--- config.mk ---
export PLATFORM = sky130hd
export DESIGN_NAME = rgb2raw
export DESIGN_NICKNAME = d
export VERILOG_FILES = /design/src/rtl/rgb2raw.sv
export SDC_FILE = /design/constraint.sdc
export NUM_CORES = 1
export LEC_CHECK = 0
export BUFFER_PORTS_ARGS = -buffer_cell sky130_fd_sc_hd__buf_4
export CAP_MARGIN = 20
export CORE_MARGIN = 10
export CORE_UTILIZATION = 50
export CTS_CLUSTER_DIAMETER = 80
export CTS_CLUSTER_SIZE = 24
export DETAILED_ROUTE_END_ITERATION = 8
export PLACE_DENSITY = 0.68
export SLEW_MARGIN = 20
export SYNTH_ARGS = -nofsm -noshare
export SYNTH_HDL_FRONTEND = slang
export SYNTH_SLANG_ARGS = --single-unit
--- constraint.sdc ---
create_clock -name i_pclk -period 4.3 [get_ports i_pclk]
set_input_delay 0.645 -clock i_pclk [delete_from_list [all_inputs] [get_ports i_pclk]]
set_output_delay 0.645 -clock i_pclk [all_outputs]
set_load 0.01 [all_outputs]
--- src/rtl/rgb2raw.sv ---
// Bayer re-mosaicer: samples one colour per RGB pixel according to PATTERN and
// packs IN_PCNT-pixel beats into OUT_PCNT-pixel raw words, flushing partial words at line end.
module rgb2raw #(
  parameter int          PW       = 8,
  parameter int          IN_PCNT  = 2,
  parameter int          OUT_PCNT = 4,
  parameter int          MAX_HRES = 3840,
  parameter int          MAX_VRES = 2160,
  parameter logic [31:0] PATTERN  = "GBRG"
) (
  input  logic                        i_pclk,
  input  logic                        i_rstn,
  input  logic                        i_vsync,
  input  logic                        i_hsync,
  input  logic                        i_de,
  input  logic                        i_valid,
  input  logic [PW*IN_PCNT-1:0]       i_r,
  input  logic [PW*IN_PCNT-1:0]       i_g,
  input  logic [PW*IN_PCNT-1:0]       i_b,
  output logic                        o_vsync,
  output logic                        o_hsync,
  output logic                        o_de,
  output logic                        o_valid,
  output logic [$clog2(MAX_HRES)-1:0] o_x_cnt,
  output logic [$clog2(MAX_VRES)-1:0] o_y_cnt,
  output logic [PW*OUT_PCNT-1:0]      o_raw
);
  localparam int R   = OUT_PCNT / IN_PCNT;
  localparam int XW  = $clog2(MAX_HRES);
  localparam int YW  = $clog2(MAX_VRES);
  localparam int BW  = PW * IN_PCNT;
  localparam int OW  = PW * OUT_PCNT;
  localparam int PHW = (R > 1) ? $clog2(R) : 1;
  localparam logic [PHW-1:0] PH_LAST = PHW'(R - 1);

  if (!((OUT_PCNT == IN_PCNT) || (OUT_PCNT == 2 * IN_PCNT) || (OUT_PCNT == 4 * IN_PCNT)))
  begin : g_bad_ratio
    $error("rgb2raw: OUT_PCNT/IN_PCNT must be 1, 2 or 4");
  end
  if (PATTERN != "RGGB" && PATTERN != "GRBG" && PATTERN != "GBRG" && PATTERN != "BGGR")
  begin : g_bad_pattern
    $error("rgb2raw: unsupported PATTERN");
  end

  typedef enum logic [1:0] {C_R, C_G, C_B} colour_e;

  // PATTERN characters read left to right: (even,even) (even,odd) (odd,even) (odd,odd)
  function automatic colour_e cfa_colour(input logic row, input logic col);
    logic [7:0] ch;
    case ({row, col})
      2'b00:   ch = PATTERN[31:24];
      2'b01:   ch = PATTERN[23:16];
      2'b10:   ch = PATTERN[15:8];
      default: ch = PATTERN[7:0];
    endcase
    if (ch == "R")      return C_R;
    else if (ch == "G") return C_G;
    else                return C_B;
  endfunction

  logic           vs_d1_q, vs_d2_q, hs_d1_q, hs_d2_q, de_d1_q, de_d2_q;
  logic [XW-1:0]  x_q, x_d, x0_q, x0_d, wx_q, wx_d, ox_q, ox_d;
  logic [YW-1:0]  y_q, y_d, y0_q, y0_d, wy_q, wy_d, oy_q, oy_d;
  logic [PHW-1:0] ph_q, ph_d;
  logic [OW-1:0]  acc_q, acc_d, word_q, word_d, oraw_q, oraw_d, fill;
  logic           wv_q, wv_d, ov_q, ov_d;
  logic [BW-1:0]  beat_data;
  logic           vs_rise, de_fall, beat;

  always_comb begin
    beat_data = '0;
    for (int unsigned k = 0; k < IN_PCNT; k++) begin
      case (cfa_colour(y_q[0], x_q[0] ^ k[0]))
        C_R:     beat_data[k*PW +: PW] = i_r[k*PW +: PW];
        C_G:     beat_data[k*PW +: PW] = i_g[k*PW +: PW];
        default: beat_data[k*PW +: PW] = i_b[k*PW +: PW];
      endcase
    end
  end

  always_comb begin
    vs_rise = i_vsync & ~vs_d1_q;
    de_fall = ~i_de & de_d1_q;
    beat    = i_de & i_valid;
    x_d = x_q;  y_d = y_q;  x0_d = x0_q;  y0_d = y0_q;
    ph_d = ph_q;  acc_d = acc_q;
    wv_d = 1'b0;  word_d = word_q;  wx_d = wx_q;  wy_d = wy_q;
    ov_d = 1'b0;  oraw_d = oraw_q;  ox_d = ox_q;  oy_d = oy_q;

    fill = acc_q;
    for (int unsigned s = 0; s < R; s++) begin
      if (ph_q == PHW'(s)) fill[s*BW +: BW] = beat_data;
    end

    if (wv_q) begin
      ov_d = 1'b1;  oraw_d = word_q;  ox_d = wx_q;  oy_d = wy_q;
    end

    if (vs_rise) begin
      x_d = '0;  y_d = '0;  ph_d = '0;  acc_d = '0;
    end else if (de_fall) begin
      x_d = '0;
      if (32'(y_q) + 32'd1 >= 32'(MAX_VRES - 1)) y_d = YW'(MAX_VRES - 1);
      else                                     y_d = y_q + YW'(1);
      // Flush skips the word stage so it lands on the last delayed-de cycle;
      // the accumulator already holds zeros in unfilled slots.
      if (ph_q != '0) begin
        ov_d = 1'b1;  oraw_d = acc_q;  ox_d = x0_q;  oy_d = y0_q;
      end
      ph_d = '0;  acc_d = '0;
    end else if (beat) begin
      if (32'(x_q) + 32'(IN_PCNT) >= 32'(MAX_HRES - 1)) x_d = XW'(MAX_HRES - 1);
      else                                            x_d = x_q + XW'(IN_PCNT);
      if (ph_q == '0) begin
        x0_d = x_q;  y0_d = y_q;
      end
      if (ph_q == PH_LAST) begin
        wv_d   = 1'b1;
        word_d = fill;
        wx_d   = (ph_q == '0) ? x_q : x0_q;
        wy_d   = (ph_q == '0) ? y_q : y0_q;
        acc_d  = '0;
        ph_d   = '0;
      end else begin
        acc_d = fill;
        ph_d  = ph_q + PHW'(1);
      end
    end
  end

  always_ff @(posedge i_pclk or negedge i_rstn) begin
    if (!i_rstn) begin
      vs_d1_q <= 1'b0;  vs_d2_q <= 1'b0;
      hs_d1_q <= 1'b0;  hs_d2_q <= 1'b0;
      de_d1_q <= 1'b0;  de_d2_q <= 1'b0;
      x_q <= '0;  y_q <= '0;  x0_q <= '0;  y0_q <= '0;
      ph_q <= '0;  acc_q <= '0;
      wv_q <= 1'b0;  word_q <= '0;  wx_q <= '0;  wy_q <= '0;
      ov_q <= 1'b0;  oraw_q <= '0;  ox_q <= '0;  oy_q <= '0;
    end else begin
      vs_d1_q <= i_vsync;  vs_d2_q <= vs_d1_q;
      hs_d1_q <= i_hsync;  hs_d2_q <= hs_d1_q;
      de_d1_q <= i_de;     de_d2_q <= de_d1_q;
      x_q <= x_d;  y_q <= y_d;  x0_q <= x0_d;  y0_q <= y0_d;
      ph_q <= ph_d;  acc_q <= acc_d;
      wv_q <= wv_d;  word_q <= word_d;  wx_q <= wx_d;  wy_q <= wy_d;
      ov_q <= ov_d;  oraw_q <= oraw_d;  ox_q <= ox_d;  oy_q <= oy_d;
    end
  end

  assign o_vsync = vs_d2_q;
  assign o_hsync = hs_d2_q;
  assign o_de    = de_d2_q;
  assign o_valid = ov_q;
  assign o_raw   = oraw_q;
  assign o_x_cnt = ox_q;
  assign o_y_cnt = oy_q;
endmodule

## Word-level counts from Yosys, hierarchy flattened

Index checks and enable logic that the tools add are counted.

- Register bits: 201
- Bits of input ports: 54
- Output and inout port bits: 60
- Logic and storage cells: 97

- Add/subtract/negate cells: 5
- $lt $le $gt $ge: 2
- Reductions and logical operators: 6
- Multiplexer cells: 45
- Equality and inequality tests: 10
- Bitwise logic cells: 9

Operator list:

| kind | count |
|---|---|
| 2-to-1 mux 32 bit | 8 |
| 2-to-1 mux 12 bit | 15 |
| == test 8 x 7 -> 1 bit, second input constant | 4 |
| 2-to-1 mux 16 bit | 2 |
| case mux 8 bit (2 select lines) | 2 |
| greater-or-equal comparator 13 x 12 -> 1 bit, second input constant | 2 |
| case mux 5 bit (2 select lines) | 2 |
| adder 12 x 1 -> 13 bit, second input constant | 1 |
| adder 12 x 2 -> 13 bit, second input constant | 1 |
| adder 12 x 1 -> 12 bit, second input constant | 1 |
| adder 12 x 2 -> 12 bit, second input constant | 1 |
| 2-to-1 mux 1 bit | 12 |
| == test 2 x 1 -> 1 bit, second input constant | 4 |
| 2-to-1 mux 2 bit | 4 |
| AND reduction 4 bit | 2 |
| NOT 1 bit | 6 |
| == test 2 bit, second input constant | 2 |
| logical NOT 2 bit | 2 |
| bitwise AND 1 bit | 3 |
| nonzero test 3 bit | 1 |
| nonzero test 2 bit | 1 |
| adder 1 bit, second input constant | 1 |

## Depth between registers and ports, before layout

Gate-level depths: netlist (run 1).

- Word-level depth: 13
- Gate-level depth with buffers: 9
- Gate-level depth less buffers: 8

## Least setup slack after synthesis (run 1)

OpenSTA, ideal clock, no wires.

- Path kind: reg2reg
- Start point: register y_q[0]
- End point: register y_q[4]
- Period minus slack after synthesis: 2.102 ns
- Cell stages (with the launch flop): 10
- Setup time: 0.087 ns
- Data arrival time: 2.015 ns
- Required time: 4.213 ns
- Slack: 2.198 ns
- Cell sequence: dfrtp_1 -> buf_6 -> inv_1 -> ha_1 -> o21bai_1 -> a311o_1 -> a21oi_1 -> o311ai_4 -> and2_4 -> a211oi_2

- Cells in the longest elaborated chain, start to end: 5
- Elaborated cells between the ends (all ways): 6
- Classes of those cells: add/sub (2); order compare (1); mux (3)

Ends and longest elaborated chain:

| item | line | RTL |
|---|---|---|
| start: declaration | 63 | `logic [YW-1:0] y_q, y_d, y0_q, y0_d, wy_q, wy_d, oy_q, oy_d;` |
| start signal: assignment | 136 | `x_q <= '0; y_q <= '0; x0_q <= '0; y0_q <= '0;` |
| start signal: assignment | 144 | `x_q <= x_d; y_q <= y_d; x0_q <= x0_d; y0_q <= y0_d;` |
| adder 12 x 1 -> 13 bit | 103 | `if (32'(y_q) + 32'd1 >= 32'(MAX_VRES - 1)) y_d = YW'(MAX_VRES - 1);` |
| greater-or-equal comparator 13 x 12 -> 1 bit | 103 |  |
| 2-to-1 mux 12 bit * | 103 |  |
| 2-to-1 mux 12 bit * | 101 | `end else if (de_fall) begin` |
| 2-to-1 mux 12 bit * | 99 | `if (vs_rise) begin` |

Every way passes the cells marked *; elsewhere a longest branch is shown, timed or not. The select of a mux whose other input is x is not followed.
A chain may end at the register's enable or synchronous reset.

## Worst setup path after layout (run 1)

- Start point: register y_q[0]
- End point: register y_q[3]

Same word-level chain as after synthesis.

==> results of run 1 <==
## cell families after synthesis
group	Yosys count
AND/OR/NAND/NOR	247
multiplexers	107
flip-flops	201
XOR/XNOR	11
buffers and inverters	56
adder cells (fa/ha/maj)	8
AO/OA/AOI/OAI	175
## through the flow
step           power, mW  hold slack, ns  util [%]
6_report            4.95           0.268      58.9
5_1_grt             5.23           0.276      58.9
4_1_cts             5.01           0.283      58.9
3_5_place_dp        3.83           0.336      56.8
3_3_place_gp        3.78           0.341      56.8
2_1_floorplan       3.14           0.331         -
## worst max-delay path: cells and delay by family, from the launching register on
kind                       cells  cell delay, ns
AOI/OAI and AO/OA              5            1.15
DFF                            1            0.61
adders and majority gates      1            0.35
buffers and inverters          1            0.21
and+or+nand+nor                1            0.16
## power groups by stage
stage / sequential (mW) / clock (mW) / combinational, mW
2_1_floorplan: 2.63 / 0 / 0.510
5_1_grt: 2.62 / 1.28 / 1.34
4_1_cts: 2.57 / 1.21 / 1.24
6_report: 2.56 / 1.17 / 1.21
3_3_place_gp: 2.58 / 0 / 1.20
3_5_place_dp: 2.60 / 0 / 1.24
## placed cells by master (no fill, tap or decap), types with 8 or more instances in the layout
master,Yosys,routed
nand3_1,15,14
nor2_1,76,75
o21ai_0,44,44
o211ai_1,8,8
mux2i_1,58,58
mux2_2,48,48
and2_1,21,21
a21oi_1,74,73
a22oi_1,16,16
buf_4,1,121
clkbuf_16,0,13
ha_1,8,8
a22o_1,8,8
nand2_1,106,105
dfrtp_1,201,200
## area by class of cell
type / count / share of cell area (%)
clock buffer: 16 / 3.40
clock inverter: 2 / 0.172
inverter: 7 / 0.258
multi-input combinational: 548 / 34.7
sequential: 201 / 49.4
tap: 225 / 2.76
timing repair buffer: 123 / 9.25
## flip-flops by register name, indices dropped and copies added, names as in the netlist
signal,cells
o_raw,32
de_d1_q,1
wx_q,12
acc_q,32
wv_q,1
o_de,1
ph_q,1
o_vsync,1
o_valid,1
vs_d1_q,1
word_q,32
x0_q,12
o_hsync,1
hs_d1_q,1
y_q,12
x_q,12
wy_q,12
o_y_cnt,12
y0_q,12
o_x_cnt,12
## layer usage
| layer | GRT usage (%) | part of all wire (%) | up-vias | wire length, um |
|---|---|---|---|---|
| li1 | - | - | 2981 | - |
| met1 | 22.9 | 46 | 3065 | 9290 |
| met2 | 29.0 | 50 | 102 | 10000 |
| met3 | 2.31 | 3.1 | 18 | 633 |
| met4 | 2.50 | 1.2 | 0 | 233 |
| met5 | 0 | 0 | - | 0 |
## worst max-delay path by stage
stage,slack (ns),to
final,1.72,y_q[3]
after global routing,1.49,y_q[3]
after CTS,1.68,word_q[29]
after detailed placement,1.35,word_q[29]
after global placement,1.47,word_q[10]
after floorplan,2.20,y_q[4]
==> qor.csv, run 1 <==
stage,metric,value,unit
worst_hold_path,hold_path.class,in -> async,
synth,syn-mean-instance-area,10.9,sq um
timing,finalMaxSlewViolations,0,
worst_setup_path,slowest_stage,dfrtp_1,
place,placed_area,9820,sq um
timing,skew,0.0136,ns
cts,clock_latency,0.46,ns
synth,synth_top_family_by_area,multiplexers,
worst_setup_path,worstReg2RegStart,y_q[0],
routing,wl_per_cell,18.0,um
timing,max_slew_margin,32.3,%
routing,drc_errors,0,
synth,yosys-mux-area-fraction,12.9,%
cts,cts_repair_resize_count,0,
timing,tightestPinTransition,1.02,ns
synth,synth.most_common_cell,dfrtp_1,
timing,finalSetupViolCount,0,
finish,fillers,1500,
floorplanning,die_area,23300,sq um
cts,clockBufferDepth,3,
synth,synth_xor_area_share,1.10,%
cts,htreeDepth,1,
job,drv_cap,0,
pwr,vdd_drop_max,392,uV
synth,synth_edf_count,0,
cts,clkSinkCount,201,
finish,syn_to_final_growth,15.8,%
finish,instances_no_fill,1122,
finish,post_route_cells_drive_above_1_share,23.2,%
cts,cts_hold_buf,0,
timing,layout_min_cycle_time,2.58,ns
synth,synth_area,8800,sq um
floorplanning,initial_core_util,50.9,%
routing,ant_nets,0,
pwr,p_clk_share,23.7,%
timing,fmax,0.387,GHz
worst_setup_path,slowest_delay,0.61,ns
routing,drt_wl_total,20200,um
synth,async_flop_share,100,%
routing,vias,6166,
finish,diodes,0,
run_status,status,"finished, final reports clean",
worst_setup_path,critPathRequiredTime,4.65,ns
timing,tns,0,ns
floorplanning,dieHeight,153,um
global_route,grt_pass1_wl,33700,um
pwr,sw_frac_of_total,29.4,%
synth,synthAdderAreaFrac,1.14,%
synth,syn-num-nets,867,
place,dpl.hpwl,14100,um
pwr,leakage,4.84,nW
synth,ys_seq_area_share,57.2,%
floorplanning,core_area,17300,sq um
global_route,grt.overflow.total,0,
worst_setup_path,r2r_slack,1.72,ns
worst_setup_path,worst_r2r_path_depth,8,
synth,ys_ff_latch,201,
cts,clk_pin_slew,0.09,ns
worst_setup_path,startpoint,y_q[0],
place,place.gp.congestion,0.848,
worst_setup_path,crit_fanout,13,
worst_setup_path,worst_setup_path_start_kind,flip-flop,
worst_setup_path,cp_data_arrival_time,2.94,ns
timing,hold_viol,0,
routing,via_per_inst,5.50,
place,port_buffers,113,
synth,ys_types,55,
cts,cts_made_buffers,12,
place,dpl.cell_count,1104,
synth,synth_ff_type,dfrtp_1,
floorplanning,dieWidth,153,um
cts,postCtsSetupRepairBufs,0,
pwr,pwr-share-comb,24.4,%
synth,synth_compound_area_share,12.3,%
routing,first_iter_violations,440,
synth,synth_area_leaders,"dfrtp_1 57%, mux2i_1 6.6%, mux2_2 6.1%, nand2_1 4.5%, a21oi_1 4.2%",
synth,synth_commonest_cells,"201 x dfrtp_1, 106 x nand2_1, 76 x nor2_1",
pwr,internal-power,3.49,mW
synth,yosys.area_share.simple,12.5,%
global_route,grt_use_total,17.0,%
finish,fin_area,10200,sq um
timing,layout_setup_ws,1.72,ns
global_route,antenna_found_initial,0,
floorplanning,io_pins,114,
synth,yosys.area.top_type,dfrtp_1,
global_route,grt_max_degree,109,
pwr,p_sw,1.45,mW
worst_setup_path,path_class,reg -> reg,
finish,register_area,5030,sq um
pwr,pwr-share-seq,51.8,%
routing,dr.pass1.iters,5,
floorplanning,num_rows,48,
place,pre_cts_ws,1.35,ns
timing,grt_setup_unrepaired,no,
cts,root_buffer,clkbuf_16,
timing,post-route-period-util,60.1,%
synth,syn_inst,805,
synth,ys_warn_count,0,
cts,cts_tree,yes,
worst_setup_path,r2r-end,y_q[3],
finish,nNetsFinal,955,
global_route,grt_pass1_vias,6328,
finish,multiInputGateArea,3540,sq um
worst_setup_path,cp-end-kind,flip-flop,
worst_setup_path,worstPathCellList,inv_1 -> ha_1 -> o21bai_1 -> a311o_1 -> a21oi_1 -> o311ai_4 -> nand2_2 -> a311oi_1,
pwr,p_per_area,486,nW/um^2
synth,yosysTopAreaCellShare,57.2,%
Note: power is estimated with default switching activity, not from simulation.
==> inputs of run 2 (changes only) <==
Settings changed: PLACE_DENSITY 0.68 to 0.7.
Clock period 4.3 ns to 2.1 ns, I/O delays scaled along.
==> run 2 against run 1 <==
Flip-flop and latch count stayed put. Combinational power is 110% higher. Total power up 110%. Critical endpoint unchanged. Register-to-register slack worse by 1.6 ns. Sequential share of layout area decreased by 1.7 points. Routed wire length increased by 0.61%.
==> qor.csv, run 2 (same netlist as run 1, synthesis figures left out) <==
stage,metric,value,unit,change
finish,post_route_cells_drive_above_1_share,26.4,%,+3.2 points
worst_setup_path,cp.buffers_inverters,2,,+1
routing,vias,6307,,+2.3%
timing,skew,0.0210,ns,+0.00742 ns
floorplanning,dieHeight,153,um,unchanged
cts,root_buffer,clkbuf_16,,
floorplanning,core_area,17300,sq um,unchanged
global_route,grt_pass1_vias,6450,,+1.9%
routing,met1_length,9390,um,+1.1%
worst_setup_path,slowest_stage,dfrtp_1,,
worst_setup_path,path_delay_family,compound AO/OA/AOI/OAI gates,,
global_route,grt_use_total,17.1,%,+0.13 points
timing,grt_setup_unrepaired,yes,,
finish,final_cell_mix,"199 x dfrtp_1, 148 x buf_4, 105 x nand2_1",,
place,placed_area,10100,sq um,+3.0%
cts,htreeDepth,1,,unchanged
worst_setup_path,crit_fanout,9,,-4
routing,route.met2.wl,9750,um,-2.8%
cts,clockBufferDepth,3,,unchanged
worst_setup_path,crit_path_end,y_q[3],,
finish,finalCoreUtilization,61.0,%,+2.1 points
routing,ant_nets,0,,unchanged
timing,post-route-period-util,96.6,%,+37 points
worst_setup_path,worst_setup_path_start_kind,flip-flop,,
worst_hold_path,hold_path.class,in -> reg,,
routing,first_iter_violations,521,,+18%
finish,final_common_cell,dfrtp_1,,
place,dpl.cell_count,1133,,+2.6%
global_route,grt_pass1_wl,34000,um,+1.0%
worst_setup_path,path_class,reg -> reg,,
timing,finalSetupViolCount,0,,unchanged
finish,instances_no_fill,1156,,+3.0%
global_route,antenna_found_initial,0,,unchanged
timing,tightestPinTransition,0.553,ns,-0.463 ns
worst_setup_path,worstReg2RegStart,y_q[0],,
floorplanning,num_rows,48,,unchanged
cts,clk_pin_slew,0.10,ns,about the same
floorplanning,die_area,23300,sq um,unchanged
cts,clkSinkCount,201,,unchanged
worst_setup_path,cp-end-kind,flip-flop,,
worst_setup_path,worstPathCellList,buf_4 -> buf_4 -> and4_4 -> nand2_1 -> xor2_1 -> o311ai_4 -> nand2_2 -> a311oi_2,,
worst_setup_path,r2r-end,y_q[3],,
pwr,vdd_drop_max,560,uV,+43%
finish,fin_area,10500,sq um,+3.6%
pwr,leakage,5.05,nW,+4.2%
global_route,grt.overflow.total,0,,unchanged
routing,drc_errors,0,,unchanged
routing,drt_wl_total,20300,um,+0.61%
worst_setup_path,cp_data_arrival_time,2.40,ns,-0.54 ns
timing,max_slew_margin,63.1,%,+31 points
job,drv_cap,0,,unchanged
place,place.gp.congestion,0.875,,+3.2%
worst_setup_path,timing.critical_path.mode_cell,buf_4,,
timing,finalMaxSlewViolations,0,,unchanged
global_route,grt_max_degree,76,,-30%
worst_setup_path,path_depth,8,,unchanged
finish,diodes,0,,unchanged
pwr,p_per_area,964,nW/um^2,+98%
routing,wl_met3,856,um,+35%
routing,topRoutingLayerUsed,met4,,
routing,via_per_inst,5.46,,-0.72%
timing,layout_min_cycle_time,2.03,ns,-0.555 ns
place,port_buffers,113,,unchanged
timing,hold_viol,0,,unchanged
cts,cts_tree,yes,,
cts,clock_latency,0.46,ns,about the same
finish,nNetsFinal,991,,+3.8%
worst_setup_path,r2r_slack,0.07,ns,-1.64 ns
floorplanning,dieWidth,153,um,unchanged
worst_setup_path,critPathRequiredTime,2.48,ns,-2.17 ns
routing,dr.pass1.iters,6,,+1
timing,fmax,0.493,GHz,+27%
run_status,status,"finished, final reports clean",,
cts,cts_made_buffers,12,,unchanged
timing,layout_setup_ws,0.0713,ns,-1.64 ns
place,pre_cts_ws,-0.0335,ns,-1.38 ns
finish,syn_to_final_growth,19.9,%,
floorplanning,io_pins,114,,unchanged
place,dpl.hpwl,14300,um,+1.2%
routing,wl_per_cell,17.6,um,-2.3%
worst_setup_path,worst_r2r_path_depth,8,,unchanged
worst_setup_path,startpoint,y_q[0],,
worst_setup_path,slowest_delay,0.38,ns,-0.23 ns
floorplanning,initial_core_util,50.9,%,unchanged
-- run 2: changes by cell type in the layout (fill, tap and decap cells not counted), sizes merged --
cell         previous run  this run
buf                   122       155
dlygate4sd3             0         3
clkbuf                 17        15
-- run 2: worst min-delay path by stage --
| stage | start | endpoint | slack [ns] | cells past startpoint |
|---|---|---|---|---|
| final | i_de | de_d1_q | 0.02 | 1 |
| after floorplan | i_rstn | acc_q[0] | 0.02 | 0 |
| after global routing | i_de | de_d1_q | 0.001 | 1 |
| after detailed placement | i_rstn | hs_d1_q | 0.30 | 1 |
| after global placement | i_rstn | o_hsync | 0.31 | 1 |
| after CTS | i_de | de_d1_q | 0.001 | 1 |
-- run 2: area by class of cell --
| type | count | area [sq um] |
|---|---|---|
| clock buffers | 14 | 329 |
| clock inverters | 2 | 21.3 |
| fillers | 1475 | 6750 |
| inverters | 7 | 26.3 |
| multi-input cells | 548 | 3560 |
| flip-flops and latches | 201 | 5030 |
| well taps | 225 | 282 |
| repair buffers | 159 | 1290 |
-- run 2: power breakdown --
group | total [mW] | switching, mW | internal, mW | leakage [nW]
clock network | 2.41 | 1.27 | 1.14 | 0.172
registers | 5.21 | 0.533 | 4.68 | 2.63
logic | 2.55 | 1.20 | 1.36 | 2.24
-- run 2: timing repair --
| item | 4_1_cts | 5_1_grt |
|---|---|---|
| buffers inserted | 2 | 2 |
| endpoints found under the setup margin | 1 | 11 |
| hold buffers | 3 | 0 |
| pin swaps | 0 | 8 |
| endpoints found under the hold margin | 52 | 0 |
| gates resized for setup | 0 | 5 |
-- run 2: worst reg2reg max path, stage by stage (launching register included) --
cell      delay (ns)
dfrtp_1         0.38
buf_4           0.12
buf_4           0.14
and4_4          0.27
nand2_1         0.07
xor2_1          0.18
o311ai_4        0.35
nand2_2         0.16
a311oi_2        0.26
-- run 2: metal layers --
metal,track usage [%],vias up
met5,0,-
met3,2.74,23
li1,-,3047
met4,3.50,0
met2,28.1,111
met1,23.4,3126
-- run 2: per-stage QoR --
step | hold slack [ns] | power, mW | setup TNS, ns
after global placement | 0.306 | 7.79 | 0
after global routing | 0.00133 | 10.8 | -0.0705
after floorplan | 0.0194 | 6.43 | 0
after CTS | 0.00107 | 10.3 | 0
final | 0.0183 | 10.2 | 0
after detailed placement | 0.304 | 7.87 | -0.0335
==> inputs of run 3 (changes only) <==
Settings changed: SETUP_SLACK_MARGIN set to 0.1.
==> run 3 against run 2 <==
Fmax is 0.59% lower. Count of clock-buffer cells in the layout is 1 higher. Clock skew is 0.0063 ns lower. Worst hold slack better by 0.025 ns. Clock power hardly changed. Total power is 0.73% higher. Flip-flop and latch count stayed put. Setup slack worse by 0.012 ns. Cell count is 0.26% lower. Non-clock buffer count is 4 lower.
==> qor.csv, run 3 (same netlist as run 1, synthesis figures left out) <==
stage,metric,value,unit,change
run_status,status,"finished, final reports clean",,
floorplanning,dieWidth,153,um,unchanged
worst_setup_path,worstPathCellList,buf_4 -> and4_4 -> nand2_1 -> xor2_1 -> o311ai_4 -> a31oi_1 -> a311oi_2,,
timing,tightestPinTransition,0.615,ns,+0.0618 ns
worst_setup_path,slowest_delay,0.43,ns,+0.05 ns
worst_setup_path,path_depth,7,,-1
timing,hold_viol,0,,unchanged
timing,max_slew_margin,59.0,%,-4.1 points
floorplanning,initial_core_util,50.9,%,unchanged
worst_setup_path,slowest_stage,dfrtp_1,,
worst_setup_path,crit_fanout,8,,-1
cts,htreeDepth,1,,unchanged
floorplanning,die_area,23300,sq um,unchanged
routing,first_iter_violations,478,,-8.3%
global_route,grt_use_total,16.8,%,-0.28 points
routing,drt_wl_total,20500,um,+1.1%
floorplanning,core_area,17300,sq um,unchanged
pwr,leakage,5.06,nW,+0.32%
cts,clock_latency,0.46,ns,about the same
global_route,grt.overflow.total,0,,unchanged
finish,final_cell_mix,"199 x dfrtp_1, 143 x buf_4, 105 x nand2_1",,
worst_setup_path,worst_setup_path_start_kind,flip-flop,,
cts,clkSinkCount,201,,unchanged
timing,finalMaxSlewViolations,0,,unchanged
finish,final_common_cell,dfrtp_1,,
finish,post_route_cells_drive_above_1_share,27.9,%,+1.5 points
job,drv_cap,0,,unchanged
pwr,vdd_drop_max,587,uV,+4.8%
finish,diodes,0,,unchanged
finish,register_area,5030,sq um,unchanged
worst_hold_path,hold_path.class,in -> reg,,
worst_setup_path,cp_data_arrival_time,2.42,ns,+0.02 ns
routing,drc_errors,0,,unchanged
worst_setup_path,path_class,reg -> reg,,
cts,cts_made_buffers,12,,unchanged
timing,grt_setup_unrepaired,yes,,
worst_setup_path,cp-end-kind,flip-flop,,
floorplanning,num_rows,48,,unchanged
worst_setup_path,worst_r2r_path_depth,7,,-1
routing,via_per_inst,5.50,,+0.74%
finish,nNetsFinal,987,,-0.40%
routing,wl_per_cell,17.8,um,+1.4%
floorplanning,dieHeight,153,um,unchanged
timing,fmax,0.490,GHz,-0.59%
global_route,antenna_found_initial,0,,unchanged
routing,vias,6337,,+0.48%
routing,dr.pass1.iters,5,,-1
worst_setup_path,worstReg2RegStart,y_q[1],,
worst_setup_path,startpoint,y_q[1],,
routing,ant_nets,0,,unchanged
place,place.gp.congestion,0.875,,about the same
worst_setup_path,path_delay_family,compound AO/OA/AOI/OAI gates,,
timing,layout_min_cycle_time,2.04,ns,+0.0121 ns
cts,cts_tree,yes,,
finish,fillers,1449,,-1.8%
worst_setup_path,critPathRequiredTime,2.48,ns,about the same
cts,clockBufferDepth,3,,unchanged
global_route,grt_max_degree,86,,+13%
worst_setup_path,crit_path_end,y_q[3],,
floorplanning,io_pins,114,,unchanged
pwr,p_per_area,962,nW/um^2,-0.22%
finish,syn_to_final_growth,21.1,%,
timing,post-route-period-util,97.2,%,+0.58 points
finish,multiInputGateArea,3670,sq um,+3.2%
cts,clk_pin_slew,0.10,ns,about the same
timing,skew,0.0147,ns,-0.00629 ns
place,port_buffers,113,,unchanged
place,dpl.hpwl,14000,um,-2.3%
worst_setup_path,cp.buffers_inverters,1,,-1
global_route,grt_pass1_wl,33500,um,-1.7%
timing,finalSetupViolCount,0,,unchanged
worst_setup_path,r2r_slack,0.06,ns,about the same
timing,layout_setup_ws,0.0592,ns,-0.0121 ns
worst_setup_path,r2r-end,y_q[3],,
global_route,grt_pass1_vias,6253,,-3.1%
cts,root_buffer,clkbuf_16,,
timing,hold_ws,0.0433,ns,+0.0250 ns
place,pre_cts_ws,0.0483,ns,+0.0819 ns
run 3: cell count changes in the layout (fill, tap and decap cells not counted), sizes merged:
cell      change
buf           -4
clkbuf        +1
clkinv        -1
clkinvlp      +1
run 3: area by class of cell:
cell class              instances  share of cell area [%]
repair buffers                155                    11.9
clock buffers                  15                    3.22
clock inverters                 2                   0.153
multi-input cells             548                    34.5
well taps                     225                    2.64
inverters                       7                   0.282
flip-flops and latches        201                    47.3
run 3: what timing repair did:
action | in CTS | in global routing
pin swaps | 0 | 14
setup buffers | 1 | 9
hold buffers | 3 | 0
endpoints found under the hold margin | 35 | 0
gates resized for setup | 4 | 27
setup endpoints to repair | 15 | 25
run 3: how the worst min path moves through the flow:
stage	start	slack (ns)	end	cells after the start
finish	i_de	0.04	de_d1_q	1
global route	i_de	0.03	de_d1_q	1
CTS	i_de	0.03	de_d1_q	1
detailed placement	i_rstn	0.24	hs_d1_q	1
global placement	i_rstn	0.25	hs_d1_q	1
floorplan	i_rstn	0.02	acc_q[0]	0
run 3: power breakdown:
group	switching, mW	internal (mW)	leakage [nW]	total, mW
Clock	1.24	1.17	0.179	2.41
Combinational	1.23	1.40	2.25	2.63
Sequential	0.528	4.68	2.63	5.21
Total	3.00	7.25	5.06	10.2
run 3: through the flow:
stage | utilization, % | TNS, ns | cell area [sq um] | instances | total power [mW]
2_1_floorplan | - | 0 | 8800 | 805 | 6.43
3_3_place_gp | 58.0 | 0 | 10000 | 1123 | 7.79
3_5_place_dp | 58.0 | 0 | 10000 | 1123 | 7.87
4_1_cts | 60.3 | 0 | 10400 | 1144 | 10.3
5_1_grt | 61.6 | -0.0280 | 10600 | 1153 | 10.8
6_report | 61.6 | 0 | 10600 | 1153 | 10.2
run 3: worst register-to-register path, stage by stage (launching register included):
cell	delay, ns
dfrtp_1	0.43
buf_4	0.18
and4_4	0.27
nand2_1	0.07
xor2_1	0.18
o311ai_4	0.40
a31oi_1	0.18
a311oi_2	0.25
run 3: routing by layer:
| layer | vias up | global-route usage, % | wire [um] |
|---|---|---|---|
| li1 | 3038 | - | - |
| met1 | 3163 | 23.4 | 9260 |
| met2 | 111 | 27.3 | 10200 |
| met3 | 25 | 2.51 | 736 |
| met4 | 0 | 3.36 | 316 |
| met5 | - | 0 | 0 |
